--- src/rtl/fetch_unit_pkg.sv ---
// Shared types and constants for the fetch unit.
// Imported by the pc register and the fetch top.
package fetch_unit_pkg;

  localparam int PC_W    = 16;
  localparam int INSTR_W = 32;

  localparam logic [PC_W-1:0] PC_STEP = 16'd4;

  typedef enum logic {
    RUN   = 1'b0,
    FAULT = 1'b1
  } state_e;

endpackage

--- src/rtl/fetch_unit_pc_reg.sv ---
// Fetch program counter: hold / step / redirect mux
// plus target alignment check.
module pc_reg
  import fetch_unit_pkg::*;
#(
  parameter logic [PC_W-1:0] RESET_PC = '0
) (
  input  logic            clk_i,
  input  logic            reset_i,
  input  logic            run_i,
  input  logic            load_i,
  input  logic            redirect_i,
  input  logic [PC_W-1:0] target_i,
  output logic [PC_W-1:0] pc_o,
  output logic            misalign_o
);

  logic [PC_W-1:0] pc_q;
  logic [PC_W-1:0] pc_d;
  logic            take;
  logic            step;

  assign misalign_o = (target_i[1:0] != 2'b00);

  // load already excludes redirect, so take/step never overlap
  assign take = run_i & redirect_i & ~misalign_o;
  assign step = run_i & load_i;

  always_comb begin
    pc_d = pc_q;
    unique case (1'b1)
      take:    pc_d = target_i;
      step:    pc_d = pc_q + PC_STEP;
      default: pc_d = pc_q;
    endcase
  end

  always_ff @(posedge clk_i) begin
    if (reset_i) pc_q <= RESET_PC;
    else         pc_q <= pc_d;
  end

  assign pc_o = pc_q;

endmodule

--- src/rtl/fetch_unit.sv ---
// Instruction fetch stage: pc register, IF/ID output
// register with valid/ready handshake, fault FSM.
module fetch_unit
  import fetch_unit_pkg::*;
#(
  parameter logic [PC_W-1:0] RESET_PC = 16'h0000
) (
  input  logic               clk,
  input  logic               reset,
  output logic [PC_W-1:0]    pc,
  input  logic [INSTR_W-1:0] instr,
  input  logic               redirect_valid,
  input  logic [PC_W-1:0]    redirect_target,
  output logic               out_valid,
  input  logic               out_ready,
  output logic [INSTR_W-1:0] out_instr,
  output logic [PC_W-1:0]    out_pc,
  output logic [PC_W-1:0]    out_pc_plus4,
  output logic               fault,
  output logic [PC_W-1:0]    fetch_count
);

  state_e             state_q;
  logic               valid_q;
  logic [INSTR_W-1:0] instr_q;
  logic [PC_W-1:0]    opc_q;
  logic [PC_W-1:0]    opc4_q;
  logic               fault_q;
  logic [PC_W-1:0]    cnt_q;

  logic run;
  logic load;
  logic hs;
  logic misalign;

  assign run  = (state_q == RUN);
  assign hs   = valid_q & out_ready;
  assign load = run & (~valid_q | out_ready)
              & ~redirect_valid;

  pc_reg #(
    .RESET_PC (RESET_PC)
  ) u_pc_reg (
    .clk_i      (clk),
    .reset_i    (reset),
    .run_i      (run),
    .load_i     (load),
    .redirect_i (redirect_valid),
    .target_i   (redirect_target),
    .pc_o       (pc),
    .misalign_o (misalign)
  );

  always_ff @(posedge clk) begin
    if (reset) begin
      state_q <= RUN;
      valid_q <= 1'b0;
      instr_q <= '0;
      opc_q   <= '0;
      opc4_q  <= '0;
      fault_q <= 1'b0;
      cnt_q   <= '0;
    end else begin
      unique case (state_q)
        RUN: begin
          if (hs && cnt_q != 16'hFFFF)
            cnt_q <= cnt_q + 16'd1;
          if (redirect_valid) begin
            valid_q <= 1'b0;
            if (misalign) begin
              state_q <= FAULT;
              fault_q <= 1'b1;
            end
          end else if (load) begin
            valid_q <= 1'b1;
            instr_q <= instr;
            opc_q   <= pc;
            opc4_q  <= pc + PC_STEP;
          end
        end
        FAULT: begin
          // sticky until reset
          state_q <= FAULT;
        end
        default: state_q <= FAULT;
      endcase
    end
  end

  assign out_valid    = valid_q;
  assign out_instr    = instr_q;
  assign out_pc       = opc_q;
  assign out_pc_plus4 = opc4_q;
  assign fault        = fault_q;
  assign fetch_count  = cnt_q;

endmodule

--- config.mk ---
export PLATFORM = sky130hd
export DESIGN_NAME = fetch_unit
export DESIGN_NICKNAME = d
export VERILOG_FILES = /design/src/rtl/fetch_unit_pkg.sv /design/src/rtl/fetch_unit_pc_reg.sv /design/src/rtl/fetch_unit.sv
export SDC_FILE = /design/constraint.sdc
export NUM_CORES = 1
export LEC_CHECK = 0
export ABC_CLOCK_PERIOD_IN_PS = 2300
export BUFFER_PORTS_ARGS = -buffer_cell sky130_fd_sc_hd__buf_2
export CORE_MARGIN = 3
export CORE_UTILIZATION = 49
export CTS_CLUSTER_SIZE = 40
export DETAILED_ROUTE_END_ITERATION = 10
export GPL_ROUTABILITY_DRIVEN = 1
export PLACE_DENSITY = 0.79
export SLEW_MARGIN = 20
export SYNTH_ARGS = -nofsm -noshare
export SYNTH_HDL_FRONTEND = slang
export SYNTH_SLANG_ARGS = --single-unit
--- constraint.sdc ---
create_clock -name clk -period 2.3 [get_ports clk]
set_clock_uncertainty 0.15 [all_clocks]
set_input_delay 0.345 -clock clk [delete_from_list [all_inputs] [get_ports clk]]
set_output_delay 0.345 -clock clk [all_outputs]
set_load 0.05 [all_outputs]
==> flow_summary.toml, run 1 <==
[finish]
final-seq-area_sq_mm = 0.00194
fillerInstances = 703
syn_to_final_growth_pct = 24.3
antenna_cells = 0
final_nets = 678
multi_input_comb_area_sq_mm = 0.00200
drive_gt1_frac = 0.304

[power]
p_int_uw = 2450
leakage_uw = 0.00225
max-vdd-ir-drop_v = 0.000358
pwr-share-comb = 0.183
clkPwrFrac = 0.315
powerDensity_mw_per_mm2 = 705
p_sw_frac = 0.321
power.sequential.fraction = 0.502
switchingPower_uw = 1160

[logic_synthesis]
ys_seq_elements = 97
synth.most_common_cell = "nand2_1"
synth.area.top_cells = "dfxtp_1 47%, nand2_1 11%, a21oi_1 8.8%"
netlist_area_sq_mm = 0.00412
synth.avg_cell_area_sq_um = 8.40
yosysUniqueCellTypes = 52
synth_warnings = 0
synth_common_cells = "116 x nand2_1, 97 x dfxtp_1, 72 x a21oi_1"
netlist.area_leader.share = 0.472
synth_edf_count = 0
synth.largest_area_cell = "dfxtp_1"
syn_inst = 490
async_reset_ff_frac = 0
ys_seq_area_frac = 0.472
synth_ff_type = "dfxtp_1"
synth_fp_nets = 544

[clock_network]
cts_made_buffers = 9
cts.clk_slew.worst_paths_ns = 0.10
insertion_delay_ns = 0.35
cts_setup_buffers = 0
cts-resized-gates = 0
cts_tree = "done"
cts_buffer_depth = 2
htreeDepth = 3
clock_sinks = 97
ctsHoldBuffers = 0
cts_root_buffer = "clkbuf_8"

[floorplanning]
rows = 32
io_pins = 150
core_area_sq_mm = 0.00793
die_h_um = 97.7
start_util = 0.519
die_w_um = 97.7
dieArea_sq_mm = 0.00954

[grt]
grt_start_max_net_pins = 64
antenna_found_initial = 0
grt_util_all_layers = 0.219
overflow = 0
grt_pass1_wl_mm = 17.6
grt_pass1_vias = 3611

[routing]
route.detailed.drc = 0
postRouteAntennaNets = 0
avgRoutedWirePerCell_um = 14.5
dr.pass1.iters = 4
drt-total-wl_mm = 10.6
viasPerCell = 5.40
drt_iter0_drc = 187
vias = 3945

[setup_path]
cp-start-kind = "flip-flop"
r2r_start = "fetch_count[0]"
cp-startpoint = "fetch_count[0]"
worst_setup_path_end_kind = "flip-flop"
worstSetupPathType = "flip-flop to flip-flop"
required_ns = 2.40
crit_path_max_fanout = 10
r2r_setup_slack_ns = 0.22
crit_arrival_ns = 2.18

[timing]
setup_violations = 0
fin_crit_sh = 0.903
maxSlewHeadroom = 0.552
min_period_ns = 2.08
hold_ws_ns = 0.0597
setup_tns_ns = 0
rsz0062_at_grt = "false"
slew_violations = 0
hold_violations = 0
tightestPinTransition_ns = 0.672
max_freq_ghz = 0.482

[placement]
gp_congestion = 0.814
port_buffers = 149
dp_hpwl_mm = 7.54

[status]
status = "finished clean"

[hold_path]
holdCritStartpoint = "instr[20]"
hold_class = "input pin to flip-flop"

[flow_run]
cap_violations = 0
==> final timing paths <==
path | endpoint | cells after the start
setup / recovery | fetch_count[12] | 5
hold / removal | out_instr[20] | 3
setup reg to reg | fetch_count[12] | 5
hold reg to reg | out_pc_plus4[3] | 2
==> state kept, by name (all words and copies together), names as in the netlist <==
| signal | flops |
|---|---|
| out_pc_plus4 | 14 |
| out_pc | 16 |
| out_instr | 32 |
| fetch_count | 16 |
| out_valid | 1 |
| state_q | 1 |
| u_pc_reg.pc_o | 16 |
| fault | 1 |
==> power groups by stage <==
stage	Clock (uW)	Sequential, uW	Combinational [uW]
detailed placement	0	1850	664
global route	1230	1820	709
floorplan	0	2110	218
CTS	1170	1810	666
global placement	0	1850	655
finish	1140	1810	661
==> critical path: stages (launching register included) <==
cell and delay [ns]:
dfxtp_1 0.41, ha_1 0.21, and3_1 0.34, nand2_2 0.18, nor4b_1 0.32, mux2_2 0.37
==> through the flow <==
| stage | worst slack (ns) | power [uW] | utilization | cells | cell area (sq um) |
|---|---|---|---|---|---|
| 2_1_floorplan | 0.0562 | 2330 | - | 490 | 4120 |
| 3_3_place_gp | 0.316 | 2500 | 0.620 | 715 | 4920 |
| 3_5_place_dp | 0.232 | 2520 | 0.620 | 715 | 4920 |
| 4_1_cts | 0.219 | 3650 | 0.646 | 731 | 5120 |
| 5_1_grt | 0.0855 | 3760 | 0.646 | 731 | 5120 |
| 6_report | 0.223 | 3610 | 0.646 | 731 | 5120 |
==> cells by family (layout without fill, tap and decap cells) <==
family          Yosys count  after routing  share of synthesized area
compound gates          120            120                      0.170
flops                    97             97                      0.472
buf+inv                  38            177                     0.0450
mux                      10             10                     0.0264
xor+xnor                  8              8                     0.0170
simple gates            215            215                      0.264
fa+ha+maj                 2              2                    0.00608
==> layer usage <==
layer | track usage | vias up | wire [um]
met1 | 0.289 | 1838 | 4610
met4 | 0.0522 | 0 | 95
met3 | 0.0574 | 6 | 770
met2 | 0.361 | 124 | 5110
met5 | 0 | - | 0
li1 | - | 1977 | -
==> cell type report <==
class / instances / share of cell area
Clock inverter: 6 / 0.0144
Tap cell: 102 / 0.0249
Sequential cell: 97 / 0.379
Timing Repair Buffer: 160 / 0.165
Clock buffer: 10 / 0.0249
Inverter: 1 / 0.000733
Multi-Input combinational cell: 355 / 0.391
==> layout by cell type, fill, tap and decap left out, types with 3 or more instances in the layout <==
cell type,instances
a211oi_1,18
a21oi_1,72
a22oi_1,3
a31oi_1,8
and3_1,5
and4_1,4
buf_2,148
buf_4,11
clkbuf_8,9
dfxtp_1,97
mux2_1,5
mux2i_1,3
nand2_1,115
nand2b_1,4
nand3_1,10
nand4_1,6
nor2_1,20
nor2b_1,11
nor3_1,8
o21ai_0,7
o31ai_1,4
or3_1,9
or4_1,3
xor2_1,7
No activity file was read; power rests on OpenSTA's default activity.
==> run 2: changes to the inputs <==
REMOVE_ABC_BUFFERS = 1   (was unset)
==> run 2 against run 1 <==
  * Count of clock-buffer cells in the layout is the same
  * Combinational power is essentially flat
  * Total power shrank 3.2%
  * First-iteration DRC count shrank 10%
  * Global-route usage shrank 0.74 points
  * Die area is the same
  * Clock power shrank 11%
  * Critical path depth is the same
  * Largest cell class unchanged
  * Largest power group unchanged
==> flow_summary.toml, run 2 (synthesis gave the netlist of run 1 again) <==
[clock_network]
ctsHoldBuffers = 0
cts_setup_buffers = 0
htreeDepth = 3
clock_sinks = 97
cts_made_buffers = 9
cts_root_buffer = "clkbuf_8"
insertion_delay_ns = 0.36
cts.clk_slew.worst_paths_ns = 0.10
cts_buffer_depth = 2
cts-resized-gates = 0
cts_tree = "done"

[power]
clkPwrFrac = 0.291
switchingPower_uw = 1150
power.sequential.fraction = 0.519
leakage_uw = 0.00224
p_int_uw = 2340
powerDensity_mw_per_mm2 = 685
p_sw_frac = 0.330
max-vdd-ir-drop_v = 0.000378
pwr-share-comb = 0.190
power.total_uw = 3500

[grt]
grt_pass1_wl_mm = 17.0
grt_use_met2 = 0.352
overflow = 0
use_met3 = 0.0395
grt_start_max_net_pins = 75
grt_util_all_layers = 0.212
grt-busiest-layer = "met2"
antenna_found_initial = 0
met1_usage = 0.268
grt_pass1_vias = 3538

[finish]
syn_to_final_growth_pct = 24.0
layout_common_cells = "148 x buf_2, 115 x nand2_1, 97 x dfxtp_1, 72 x a21oi_1, 20 x nor2_1"
multi_input_comb_area_sq_mm = 0.00200
drive_gt1_frac = 0.305
final-seq-area_sq_mm = 0.00194
final_cells = 732
final_common_cell = "buf_2"
largest_reg_flops = 32
fillerInstances = 684
antenna_cells = 0
design_area_sq_mm = 0.00510
fin_util = 0.644
final_nets = 679

[setup_path]
crit_path_max_fanout = 10
critPathBufInv = 0
worst_setup_path_end_kind = "flip-flop"
cp-start-kind = "flip-flop"
required_ns = 2.40
cp_cell_sequence = "ha_1 -> and3_1 -> nand2_2 -> nor4b_1 -> mux2_2"
cp_top_family = "simple AND/OR/NAND/NOR gates"
worstSetupPathType = "flip-flop to flip-flop"
critPathMaxStageDelay_ns = 0.41
crit_arrival_ns = 2.17
r2r_setup_slack_ns = 0.22
slowest_stage = "dfxtp_1"

[timing]
min_period_ns = 2.08
max_freq_ghz = 0.481
maxSlewHeadroom = 0.595
setup_violations = 0
hold_violations = 0
slew_violations = 0
fin_crit_sh = 0.903
tightestPinTransition_ns = 0.607
rsz0062_at_grt = "false"
setup_ws_ns = 0.223

[routing]
vias = 3937
drt_iter0_drc = 168
viasPerCell = 5.38
route.detailed.drc = 0
dr.pass1.iters = 7
drt-total-wl_mm = 10.5
avgRoutedWirePerCell_um = 14.3
postRouteAntennaNets = 0

[floorplanning]
core_area_sq_mm = 0.00793
start_util = 0.519
rows = 32
dieArea_sq_mm = 0.00954
die_w_um = 97.7
io_pins = 150
die_h_um = 97.7

[flow_run]
cap_violations = 0

[placement]
port_buffers = 149
gp_congestion = 0.891
dp_cells = 716
dp_slack_ns = 0.250
dp_hpwl_mm = 7.49
placed_area_sq_mm = 0.00492

[hold_path]
hold_class = "input pin to flip-flop"

[status]
status = "finished clean"
==> run 2: final timing paths <==
path                                      from               to  cells after the start
worst max-delay path            fetch_count[0]  fetch_count[12]                      5
worst min-delay path                  instr[3]     out_instr[3]                      3
worst max register to register  fetch_count[0]  fetch_count[12]                      5
worst min register to register   out_instr[19]    out_instr[19]                      2
==> run 2: through the flow <==
step,hold WS (ns),TNS [ns]
final,0.0587,0
after global placement,0.288,0
after CTS,0.0453,0
after floorplan,0.264,-84.50
after global routing,0.0596,0
after detailed placement,0.296,0
==> run 2: layout make-up <==
type / instances / share of cell area
clock buffer: 10 / 0.0250
sequential: 97 / 0.381
timing repair buffer: 161 / 0.167
inverter: 1 / 0.000736
tap: 102 / 0.0250
clock inverter: 6 / 0.0101
multi-input combinational: 355 / 0.392
==> run 2: routing by layer <==
| layer | up-vias | part of all wire |
|---|---|---|
| met2 | 121 | 0.48 |
| met1 | 1824 | 0.44 |
| met3 | 19 | 0.052 |
| met4 | 0 | 0.024 |
| li1 | 1973 | - |
| met5 | - | 0 |
==> run 2: tightest hold or removal path, stage by stage <==
cell and delay [ns]:
buf_2 0.09, nand2_1 0.04, a21oi_1 0.05
==> run 2: power groups by stage <==
stage | clock (uW) | combinational, uW | sequential, uW
after floorplan | 0 | 179 | 2110
after global placement | 0 | 655 | 1850
after detailed placement | 0 | 666 | 1850
after CTS | 1040 | 667 | 1810
after global routing | 1100 | 708 | 1830
final | 1020 | 663 | 1810
==> run 3: changes to the inputs <==
ABC_AREA = 1   (was unset)
==> run 3 against run 2 <==
  * First-iteration DRC count up 5.4%
  * Wire length is 5.1% higher
  * Synthesized area is 1.3% higher
  * Maximum frequency rose by 4.7%
  * Critical endpoint is now fetch_count[4]
  * Sequential cell count unchanged
  * Sequential power up 4%
  * Via count is 5.6% higher
  * Worst hold slack improved by 0.0085 ns
  * Design area increased by 0.98%
  * Die area grew 1.2%
  * Critical path depth grew 3
==> flow_summary.toml, run 3 <==
[timing]
setup_violations = 0
fin_crit_sh = 0.862
maxSlewHeadroom = 0.592
max_freq_ghz = 0.504
setup_tns_ns = 0
slew_violations = 0
min_period_ns = 1.98
hold_violations = 0
rsz0062_at_grt = "false"
tightestPinTransition_ns = 0.611

[routing]
avgRoutedWirePerCell_um = 13.6
viasPerCell = 5.14
drt-total-wl_mm = 11.0
vias = 4157
drt_iter0_drc = 177
route.detailed.drc = 0
postRouteAntennaNets = 0
dr.pass1.iters = 4

[setup_path]
worst_setup_path_end_kind = "flip-flop"
required_ns = 2.45
crit_top_cell = "nor2_2"
crit_arrival_ns = 2.13
critPathMaxStageDelay_ns = 0.47
r2r_setup_slack_ns = 0.32
slowest_stage = "nor2_2"
critPathBufInv = 1
worstSetupPathType = "flip-flop to flip-flop"
cp-start-kind = "flip-flop"
cp_top_family = "simple AND/OR/NAND/NOR gates"
cp_cell_sequence = "ha_1 -> inv_1 -> nor2_4 -> nand3_1 -> nor2_2 -> nor2_2 -> nand2_1 -> a21oi_2"
crit_path_max_fanout = 14

[floorplanning]
start_util = 0.505
core_area_sq_mm = 0.00826
io_pins = 150
die_w_um = 98.2
dieArea_sq_mm = 0.00965
rows = 33
die_h_um = 98.2

[finish]
design_area_sq_mm = 0.00515
final_nets = 753
syn_to_final_growth_pct = 23.6
antenna_cells = 0
drive_gt1_frac = 0.291
final_common_cell = "buf_2"
layout_common_cells = "149 x buf_2, 106 x nor2_1, 97 x dfxtp_1, 94 x nand2_1, 75 x o21ai_0"
largest_reg_flops = 32
fillerInstances = 770

[status]
status = "finished clean"

[logic_synthesis]
synth_warnings = 0
synth_common_cells = "106 x nor2_1, 97 x dfxtp_1, 94 x nand2_1"
synth_ff_type = "dfxtp_1"
ys_seq_area_frac = 0.466
async_reset_ff_frac = 0
yosysUniqueCellTypes = 34
netlist_area_sq_mm = 0.00417
synth.most_common_cell = "nor2_1"
synth.area.top_cells = "dfxtp_1 47%, nor2_1 9.5%, o21ai_0 9.0%"
syn_inst = 561
netlist.area_leader.share = 0.466
ys_seq_elements = 97
synth.largest_area_cell = "dfxtp_1"
synth_edf_count = 0
synth.avg_cell_area_sq_um = 7.43

[flow_run]
cap_violations = 0

[clock_network]
htreeDepth = 3
cts-resized-gates = 0
cts_tree = "done"
insertion_delay_ns = 0.37
cts_setup_buffers = 0
clock_sinks = 97
cts_made_buffers = 9
cts.clk_slew.worst_paths_ns = 0.11
ctsHoldBuffers = 0
cts_root_buffer = "clkbuf_8"
cts_buffer_depth = 2

[power]
max-vdd-ir-drop_v = 0.000342
powerDensity_mw_per_mm2 = 750
leakage_uw = 0.00234

[hold_path]
hold_class = "input pin to flip-flop"

[placement]
dp_hpwl_mm = 7.92
port_buffers = 149
placed_area_sq_mm = 0.00496
gp_congestion = 0.849

[grt]
antenna_found_initial = 1
grt_util_all_layers = 0.224
overflow = 0
grt_pass1_vias = 3773
grt_pass1_wl_mm = 17.8
grt_start_max_net_pins = 43
-- run 3: cell types whose count changed after synthesis, sizes merged, moves of 6 or more --
cell / change
nor2: +95
o21ai: +69
inv: +32
a21oi: -17
nand2: -17
a211oi: -16
nand3: +12
nor2b: -11
or3: -9
mux2: -7
a31oi: -6
-- run 3: tightest hold or removal path: cells and delay by family --
| kind | cells | cell delay [ns] |
|---|---|---|
| AOI/OAI and AO/OA | 1 | 0.07 |
| buffers and inverters | 1 | 0.07 |
| and+or+nand+nor | 1 | 0.07 |
-- run 3: power by group --
part,switching [uW],internal (uW)
clock,643,449
sequential,82.3,1790
combinational,678,217
-- run 3: final cells by class --
type | count | area [sq um] | area share
Multi-Input combinational cell | 401 | 1930 | 0.375
Inverter | 33 | 124 | 0.0240
Timing Repair Buffer | 157 | 831 | 0.161
Clock inverter | 6 | 55.1 | 0.0107
Sequential cell | 97 | 1940 | 0.377
Clock buffer | 10 | 138 | 0.0267
Tap cell | 105 | 131 | 0.0255
-- run 3: cells by family (layout without fill, tap and decap cells) --
family	count (synthesis)	in the layout	synth area share
xor gates and xnor gates	8	8	0.0168
DFF	97	97	0.466
and+or+nand+nor	254	254	0.264
adders and majority gates	2	2	0.00600
buffers and inverters	63	206	0.0708
AOI/OAI and AO/OA	137	137	0.176
-- run 3: worst paths after layout --
| path | start | end | depth (start not counted) |
|---|---|---|---|
| worst max-delay path | fetch_count[0] | fetch_count[4] | 8 |
| worst min register to register | fault | fault | 2 |
| worst max register to register | fetch_count[0] | fetch_count[4] | 8 |
| worst min-delay path | instr[17] | out_instr[17] | 3 |
-- run 3: per-layer routing --
layer | vias up | track usage | share of wire
met1 | 1883 | 0.279 | 0.43
met3 | 16 | 0.0507 | 0.077
li1 | 2110 | - | -
met4 | 2 | 0.0693 | 0.014
met2 | 146 | 0.386 | 0.48
met5 | - | 0 | 0.0010
-- run 3: through the flow --
| step | total power (uW) | setup slack, ns | utilization | hold WS (ns) | std cells |
|---|---|---|---|---|---|
| 4_1_cts | 3890 | 0.308 | 0.624 | 0.0605 | 809 |
| 2_1_floorplan | 2540 | -0.127 | - | 0.257 | 531 |
| 3_3_place_gp | 2790 | 0.458 | 0.601 | 0.300 | 793 |
| 3_5_place_dp | 2810 | 0.329 | 0.601 | 0.301 | 793 |
| 6_report | 3860 | 0.316 | 0.624 | 0.0672 | 809 |
| 5_1_grt | 4020 | 0.167 | 0.624 | 0.0611 | 809 |
